## config.mk

```make
export PLATFORM = sky130hd
export DESIGN_NAME = core_if_fetch
export DESIGN_NICKNAME = d
export VERILOG_FILES = /design/src/rtl/core_if_fetch.sv
export SDC_FILE = /design/constraint.sdc
export NUM_CORES = 1
export LEC_CHECK = 0
export CORE_MARGIN = 5
export CORE_UTILIZATION = 52
export DETAILED_ROUTE_END_ITERATION = 7
export PLACE_DENSITY_LB_ADDON = 0.05
export SYNTH_ARGS = -nofsm -noshare
export SYNTH_HDL_FRONTEND = slang
export SYNTH_SLANG_ARGS = --single-unit
export TNS_END_PERCENT = 1
```

## constraint.sdc

```tcl
create_clock -name clk -period 2.45 [get_ports clk]
set_input_delay 0.49 -clock clk [delete_from_list [all_inputs] [get_ports clk]]
set_output_delay 0.49 -clock clk [all_outputs]
set_load 0.1 [all_outputs]
```

## src/rtl/core_if_fetch.sv

```systemverilog
// Instruction fetch stage: single-outstanding imem requests feeding a 2-entry queue to decode.
// Optional CORE_IF_BYPASS_EN forwards a response straight to decode when the queue is empty.
module core_if_fetch #(
   parameter int                   CORE_XLEN       = 32,
   parameter int                   CORE_INST_WIDTH = 32,
   parameter logic [CORE_XLEN-1:0] RESET_PC        = 32'h8000_0000
) (
   input  logic                       clk,
   input  logic                       rst_n,
   output logic                       o_imem_req,
   output logic [CORE_XLEN-1:0]       o_imem_addr,
   input  logic                       i_imem_gnt,
   input  logic                       i_imem_rsp_valid,
   input  logic [CORE_INST_WIDTH-1:0] i_imem_rsp_data,
   input  logic                       i_imem_rsp_err,
   output logic                       o_if_valid,
   output logic [CORE_INST_WIDTH-1:0] o_if_inst,
   output logic [CORE_XLEN-1:0]       o_if_pc,
   output logic                       o_if_err,
   input  logic                       i_id_ready,
   input  logic                       i_flush,
   input  logic [CORE_XLEN-1:0]       i_flush_pc
);

   typedef enum logic {S_REQ = 1'b0, S_RSP = 1'b1} state_t;

   typedef struct packed {
      logic [CORE_XLEN-1:0]       pc;
      logic [CORE_INST_WIDTH-1:0] inst;
      logic                       err;
   } entry_t;

   state_t               state, state_nxt;
   logic [CORE_XLEN-1:0] fetch_pc;
   logic [CORE_XLEN-1:0] req_pc;
   logic                 discard;
   entry_t               q [2];
   logic                 wr_ptr, rd_ptr;
   logic [1:0]           count;

   logic   fire, rsp_in, rsp_keep, push, pop, q_full, q_empty;
   entry_t rsp_entry, head, out;

   assign q_full    = (count == 2'd2);
   assign q_empty   = (count == 2'd0);
   assign fire      = o_imem_req & i_imem_gnt;
   assign rsp_in    = (state == S_RSP) & i_imem_rsp_valid;
   assign rsp_keep  = rsp_in & ~discard & ~i_flush;
   assign rsp_entry = '{pc: req_pc, inst: i_imem_rsp_data, err: i_imem_rsp_err};
   assign head      = q[rd_ptr];
   assign pop       = ~q_empty & i_id_ready & ~i_flush;

`ifdef CORE_IF_BYPASS_EN
   logic bypass;
   // An empty queue hands the response to decode in the same cycle; it is only
   // stored if decode does not take it right away.
   assign bypass     = rsp_keep & q_empty;
   assign out        = bypass ? rsp_entry : head;
   assign o_if_valid = ~q_empty | bypass;
   assign push       = rsp_keep & ~(bypass & i_id_ready);
`else
   assign out        = head;
   assign o_if_valid = ~q_empty;
   assign push       = rsp_keep;
`endif

   assign o_if_inst = out.inst;
   assign o_if_pc   = out.pc;
   assign o_if_err  = out.err;

   // ---------------- FSM ----------------
   always_ff @(posedge clk or negedge rst_n) begin
      if (!rst_n) state <= S_REQ;
      else        state <= state_nxt;
   end

   // Flush needs no special case: REQ cannot fire under flush, and RSP leaves
   // only when the response shows up (dropped or not).
   always_comb begin
      state_nxt = state;
      case (state)
         S_REQ:   if (fire) state_nxt = S_RSP;
         S_RSP:   if (i_imem_rsp_valid) state_nxt = S_REQ;
         default: state_nxt = S_REQ;
      endcase
   end

   always_comb begin
      o_imem_req  = (state == S_REQ) & ~q_full & ~i_flush;
      o_imem_addr = fetch_pc;
   end

   // ---------------- fetch pc / discard ----------------
   always_ff @(posedge clk or negedge rst_n) begin
      if (!rst_n) begin
         fetch_pc <= RESET_PC;
         req_pc   <= '0;
      end else if (i_flush) begin
         fetch_pc <= i_flush_pc & ~CORE_XLEN'(3);
      end else if (fire) begin
         fetch_pc <= fetch_pc + CORE_XLEN'(4);
         req_pc   <= fetch_pc;
      end
   end

   // The in-flight response after a flush belongs to the old stream.
   always_ff @(posedge clk or negedge rst_n) begin
      if (!rst_n)                            discard <= 1'b0;
      else if (rsp_in)                       discard <= 1'b0;
      else if (i_flush && state == S_RSP)    discard <= 1'b1;
   end

   // ---------------- 2-entry queue ----------------
   always_ff @(posedge clk or negedge rst_n) begin
      if (!rst_n) begin
         q[0]   <= '0;
         q[1]   <= '0;
         wr_ptr <= 1'b0;
         rd_ptr <= 1'b0;
         count  <= 2'd0;
      end else if (i_flush) begin
         wr_ptr <= 1'b0;
         rd_ptr <= 1'b0;
         count  <= 2'd0;
      end else begin
         if (push) begin
            q[wr_ptr] <= rsp_entry;
            wr_ptr    <= ~wr_ptr;
         end
         if (pop) rd_ptr <= ~rd_ptr;
         count <= count + {1'b0, push} - {1'b0, pop};
      end
   end

endmodule

```

# Yosys cells after proc, flatten, opt, wreduce, memory -nomap -nowiden
# Index checks and enable logic that the tools add are counted.
[totals] elab_cells=64 output_inout_bits=99 inputBits=71 regBits=200
[classes] n_reduce_logical=9 eq_ne=1 magnitude_cmp=3 add_sub_neg=3 n_mux=18 bitwise_logic=17
[ops] op="65-bit two-way mux" count=4
[ops] op="130-bit bitwise mux" count=1
[ops] op="65-bit demux with 1-bit select" count=1
[ops] op="32-bit two-way mux" count=2
[ops] op="32-bit by 3-bit adder with 32-bit output (second input constant)" count=1
[ops] op="1-bit bitwise AND" count=8
[ops] op="1-bit two-way mux" count=8
[ops] op="2-bit nonzero test" count=4
[ops] op="1-bit inverter" count=7
[ops] op="2-bit >= comparator (second input constant)" count=2
[ops] op="1-bit inverter with 2-bit output" count=2
[ops] op="2-bit AND reduction" count=2
[ops] op="2-bit by 1-bit adder with 2-bit output" count=1
[ops] op="2-bit == test (second input constant)" count=1
[ops] op="1-bit logical AND" count=2
[ops] op="2-bit zero test" count=1
[ops] op="2-bit by 1-bit < comparator with 1-bit output (second input constant)" count=1
[ops] op="2-bit two-way mux" count=1
[ops] op="1-bit case mux with 2 select lines" count=1
[ops] op="2-bit by 1-bit subtractor with 2-bit output" count=1

# Longest topological paths before layout
# Gate-level depths: netlist of run 1.
[logic_depth] depth_word=7 ltp_mapped=9 ltp_nobuf=8

# Worst setup path before layout of run 1
# Ideal clock, no wire load.
[synth_timing] kind="input port to output port" from="in i_flush" to="out o_imem_req" path_slack_ns=-1.108 n_path_buf=3 cell_stages=4 arrival_time_ns=3.068 path_cell_list="clkbuf_1 clkbuf_1 buf_6 nor3_1"
[synth_via] elab_chain_len=2
[synth_lines] element="from (decl)" line_no="21" source="input logic i_flush,"
[synth_lines] element="1-bit inverter (no line)"
[synth_lines] element="1-bit bitwise AND" line_no="89" source="o_imem_req = (state == S_REQ) & ~q_full & ~i_flush;"
[synth_lines] element="to (decl)" line_no="10" source="output logic o_imem_req,"
# No other way between the ends.

# Worst setup path in the final report of run 1
[layout_timing] from="reg rd_ptr" to="out o_if_inst[31]"
[layout_via] elab_chain_len=4
[layout_lines] element="from (decl)" line_no="38" source="logic wr_ptr, rd_ptr;"
[layout_lines] element="from (signal assigned)" line_no="130" source="if (pop) rd_ptr <= ~rd_ptr;"
[layout_lines] element="1-bit inverter with 2-bit output (implied by the code)" line_no="50" source="assign head = q[rd_ptr];"
[layout_lines] element="65-bit two-way mux (implied by the code) (3 in series)" line_no="50"
[layout_lines] element="to (decl)" line_no="17" source="output logic [CORE_INST_WIDTH-1:0] o_if_inst,"
# No other way between the ends. The select of a mux whose other input is x is not followed.

==> flow_summary.toml, run 1 <==
[status]
status = "finished, final reports clean"

[yosys]
seq_area_frac_synth_pct = 55.5
syn_area_sq_um = 8670
synth_top_area_share_pct = 55.2
synthMostInstantiatedCell = "dfrtp_1"
yosysWarningCount = 0
synth_largest_area_cell = "dfrtp_1"
ys_types = 50
avgSynthCellArea_sq_um = 12.2
synth_enable_flop_cells = 0
synthTopCellsByArea = "dfrtp_1 (55%), mux2_2 (25%), nand2_1 (5.8%), nand3_1 (1.5%), xor2_1 (1.0%)"
syn_inst = 713
async_flop_share_pct = 100
yosys-top-cells-count = "dfrtp_1 (191), mux2_2 (189), nand2_1 (135)"
synth.ff_latch_count = 192
synth-main-ff-cell = "dfrtp_1"

[global_route]
gr-total-overflow = 0
grt_pass1_wl_um = 34800
antenna_found_initial = 0
grt.total_usage_pct = 22.4
grt_max_degree = 63
first_global_vias = 6688

[sta]
finalWorstSetupSlack_ns = 0.0738
setup_viol_count_final = 0
slew_violations = 0
tightest_slew_ns = 0.590
relSlewSlack_pct = 60.4
max_freq_mhz = 421
fin_crit_sh_pct = 97.0
hold_viol = 0
setup_tns_ns = 0
rsz0062_at_grt = "no"
skew_ns = 0.0108
period_needed_ns = 2.38

[place]
place_ws_ns = 0.0594
placed_cells = 1082
port_buffers = 163
gp_congestion = 0.857
dpl.hpwl_um = 15200

[clocking]
clk_pin_slew_ns = 0.07
cts_tree = "done"
clockBufferDepth = 2
cts_setup_buffers = 0
cts_hold_buf = 0
cts_resized = 0
clk_latency_ns = 0.42
clock_sinks = 192
cts_buffers = 17
root_buffer = "clkbuf_16"
cts-htree-levels = 4

[power_and_ir_drop]
clkPwrFrac_pct = 17.6
power_mw = 15.9
p_sw_mw = 7.14
p_per_area_nw_per_um2 = 1340
peakVddDrop_mv = 0.903
p_int_mw = 8.72
p_leak_nw = 5.44
p_seq_share_pct = 28.3
switching_share_pct = 45.0
combPwrFrac_pct = 54.1

[worst_hold_path]
min_path_type = "in2async"

[critical_path]
required_ns = 1.96
cp_max_fo = 22
cp-start-kind = "register"
worst_setup_path_end_kind = "output pin"
worstPathArrival_ns = 1.89
worstSetupPathType = "reg2out"

[route]
drc_errors = 0
via_per_inst = 5.62
firstDrtPassIters = 5
wl_per_cell_um = 19.0
drt_iter0_drc = 372
drt_wl_total_um = 21200
vias = 6261
ant_nets = 0

[final_layout]
drive_gt1_share_pct = 39.6
multi_input_area_sq_um = 3680
antenna_cells = 0
final_core_util_pct = 72.0
area_growth_pct = 36.9
instances_no_fill = 1114
ff_latch_area_sq_um = 4810
n_fill_cell = 1159
nets = 955

[run]
cap_violations = 0

[floorplan]
boundaryPins = 170
fp.dieH_um = 139
die_area_sq_um = 19300
rows = 47
start_util_pct = 52.6
die_x_um = 139
coreArea_sq_um = 16500
[flip-flops by register name (all words and copies together), names as in the netlist]
signal and flops:
count 2, req_pc 30, discard 1, state 1
q 126, wr_ptr 1, o_imem_addr 30, rd_ptr 1
[cell usage in the layout, fill, tap and decap left out, types with 12 or more instances in the layout]
cell type        Yosys  routed
dfrtp_1            191     190
mux2_2             189     189
nand2_1            135     135
buf_12               0      72
clkdlybuf4s50_1      0      66
buf_4                5      48
nand3_1             26      25
nor2_1              17      17
clkbuf_16            0      17
o21ai_0             12      12
[kinds of logic after synthesis]
family	after synthesis	synth area share, %
mux	189	24.6
flops	192	55.5
buf+inv	47	2.60
xor+xnor	14	1.41
simple gates	223	11.9
fa+ha+maj	3	0.433
compound gates	44	3.64
other cells	1	0.0433
[through the flow]
step           cell area (sq um)  hold WS [ns]
2_1_floorplan               8690         0.194
3_3_place_gp               11300         0.472
3_5_place_dp               11300         0.483
4_1_cts                    11900        0.0493
5_1_grt                    11900        0.0612
6_report                   11900        0.0336
[power by group through the flow]
stage          registers, mW  logic, mW  clock network [mW]
2_1_floorplan           4.70       5.32                   0
3_3_place_gp            4.45       8.53                   0
3_5_place_dp            4.55       8.63                   0
4_1_cts                 4.49       8.65                2.85
5_1_grt                 4.59       8.86                3.00
6_report                4.49       8.58                2.79
[worst paths after layout]
kind	from	endpoint	slack, ns	cells past startpoint
worst min-delay path	rst_n	q[72]$_DFFE_PN0P_	0.03	1
worst max register to register	o_imem_addr[2]$_DFFE_PN0P_	o_imem_addr[22]$_DFFE_PN0P_	0.33	6
worst min register to register	req_pc[3]$_DFFE_PN0P_	req_pc[3]$_DFFE_PN0P_	0.50	2
worst max-delay path	rd_ptr$_DFFE_PN0P_	o_if_inst[31]	0.07	3
min in group clk	i_flush	count[1]$_DFF_PN0_	0.35	2
max in group asynchronous	rst_n	q[83]$_DFFE_PN0P_	1.69	2
[area by class of cell]
cell class	count	share of cell area [%]
tap	220	2.32
clock buffer	22	4.00
sequential	192	40.5
inverter	5	0.158
timing repair buffer	188	20.9
clock inverter	10	1.05
multi-input combinational	477	31.0
[per-layer routing]
metal	up-vias	wire length, um	global-route usage (%)
met3	40	1080	4.97
met4	0	551	7.72
met2	241	10700	37.9
met1	3134	8810	28.6
met5	-	0	0
li1	2846	-	-
[critical path, cell delays in order (launching register included)]
cell and delay (ns):
dfrtp_2 0.64, buf_12 0.24, mux2_2 0.39, buf_12 0.17
No activity file was read; power rests on OpenSTA's default activity.
==> inputs of run 2 (changes only) <==
--- a/config.mk
+++ b/config.mk
@@ -8,6 +8,7 @@
 export CORE_MARGIN = 5
 export CORE_UTILIZATION = 52
 export DETAILED_ROUTE_END_ITERATION = 7
+export GPL_TIMING_DRIVEN = 0
 export PLACE_DENSITY_LB_ADDON = 0.05
 export SYNTH_ARGS = -nofsm -noshare
 export SYNTH_HDL_FRONTEND = slang
==> flow_summary.toml, run 2 (synthesis gave the netlist of run 1 again) <==
[status]
status = "finished, final reports clean"

[critical_path]
worst_setup_path_end_kind = "output pin"
required_ns = 1.96
cp_max_fo = 10
worstPathArrival_ns = 1.93
worstSetupPathType = "reg2out"
cp-start-kind = "register"

[sta]
skew_ns = 0.00624
period_needed_ns = 2.42
fin_crit_sh_pct = 98.9
rsz0062_at_grt = "yes"
tightest_slew_ns = 1.02
hold_viol = 0
max_freq_mhz = 413
finalWorstSetupSlack_ns = 0.0274
hold_slack_ns = 0.00720
slew_violations = 0
relSlewSlack_pct = 32.2
setup_viol_count_final = 0

[worst_hold_path]
min_path_type = "in2async"

[final_layout]
n_fill_cell = 1323
top_register = "q"
antenna_cells = 0
final_core_util_pct = 66.3
final_common_cell = "dfrtp_1"
largest_reg_flops = 126
area_growth_pct = 25.9
nets = 971
drive_gt1_share_pct = 35.5
ff_latch_area_sq_um = 4810
final_cell_mix = "dfrtp_1 (190), mux2_2 (189), nand2_1 (135), buf_2 (70), clkdlybuf4s50_1 (66)"
multi_input_area_sq_um = 3660
final_area_sq_um = 10900

[global_route]
gr-total-overflow = 0
antenna_found_initial = 0
grt.total_usage_pct = 22.6
grt_max_degree = 120
first_global_vias = 6767
grt_pass1_wl_um = 35300

[clocking]
root_buffer = "clkbuf_16"
clockBufferDepth = 2
cts-htree-levels = 4
cts_setup_buffers = 0
cts_buffers = 17
clock_sinks = 192
cts_tree = "done"
clk_pin_slew_ns = 0.07
cts_hold_buf = 0
clk_latency_ns = 0.43
cts_resized = 287

[route]
ant_nets = 0
drt_wl_total_um = 21600
via_per_inst = 5.55
wl_per_cell_um = 19.1
drt_iter0_drc = 387
vias = 6267
firstDrtPassIters = 5
drc_errors = 0

[place]
port_buffers = 162
gp_congestion = 0.922
place_ws_ns = -0.937
dpl.hpwl_um = 15400
placed_area_sq_um = 10600

[power_and_ir_drop]
peakVddDrop_mv = 0.715
p_per_area_nw_per_um2 = 1270
p_leak_nw = 5.17

[floorplan]
boundaryPins = 170
die_area_sq_um = 19300
fp.dieH_um = 139
rows = 47
die_x_um = 139
start_util_pct = 52.6
coreArea_sq_um = 16500

[run]
cap_violations = 0
[run 2: changes by cell type in the layout (fill, tap and decap cells not counted), sizes merged]
cell | before | now
buf | 121 | 87
dlygate4sd2 | 0 | 29
clkbuf | 23 | 34
clkdlybuf4s15 | 0 | 4
clkinvlp | 3 | 6
dlymetal6s2s | 0 | 2
clkinv | 2 | 3
[run 2: power breakdown]
part | switching (mW) | internal, mW
combinational | 5.14 | 1.50
sequential | 0.485 | 3.98
clock | 1.24 | 1.52
total | 6.87 | 7.00
[run 2: metrics by stage]
| stage | power [mW] | TNS, ns | cells |
|---|---|---|---|
| finish | 13.9 | 0 | 1130 |
| global route | 14.4 | -0.485 | 1130 |
| detailed placement | 11.7 | -79.70 | 1099 |
| floorplan | 10.0 | -0.0806 | 716 |
| global placement | 11.5 | -1349.60 | 1098 |
| CTS | 14.1 | -5.43 | 1130 |
[run 2: path summary, 6_finish.rpt]
check	start	end	slack, ns	cells past startpoint
setup / recovery	rd_ptr$_DFFE_PN0P_	o_if_inst[17]	0.03	3
hold / removal	rst_n	q[10]$_DFFE_PN0P_	0.007	1
setup reg to reg	o_imem_addr[9]$_DFFE_PN0P_	o_imem_addr[22]$_DFFE_PN0P_	0.25	6
hold reg to reg	req_pc[8]$_DFFE_PN0P_	req_pc[8]$_DFFE_PN0P_	0.49	2
max in group asynchronous	rst_n	rd_ptr$_DFFE_PN0P_	1.44	2
min in group clk	req_pc[8]$_DFFE_PN0P_	req_pc[8]$_DFFE_PN0P_	0.49	2
[run 2: per-layer routing]
metal	up-vias	wire length (um)	track usage (%)
met1	3137	9350	29.3
li1	2862	-	-
met5	-	0	0
met3	44	1020	4.21
met4	0	561	8.60
met2	224	10700	37.9
[run 2: worst max-delay path: stages, from the launching register on]
cell	delay, ns
dfrtp_2	0.53
clkbuf_4	0.30
mux2_2	0.37
buf_2	0.29
[run 2: cell type report]
| class | count | area share, % |
|---|---|---|
| Clock buffer | 18 | 3.93 |
| Inverter | 5 | 0.172 |
| Clock inverter | 14 | 1.46 |
| Timing Repair Buffer | 163 | 12.2 |
| Sequential cell | 192 | 44.1 |
| Multi-Input combinational cell | 477 | 33.6 |
| Buffer | 41 | 2.08 |
| Tap cell | 220 | 2.52 |
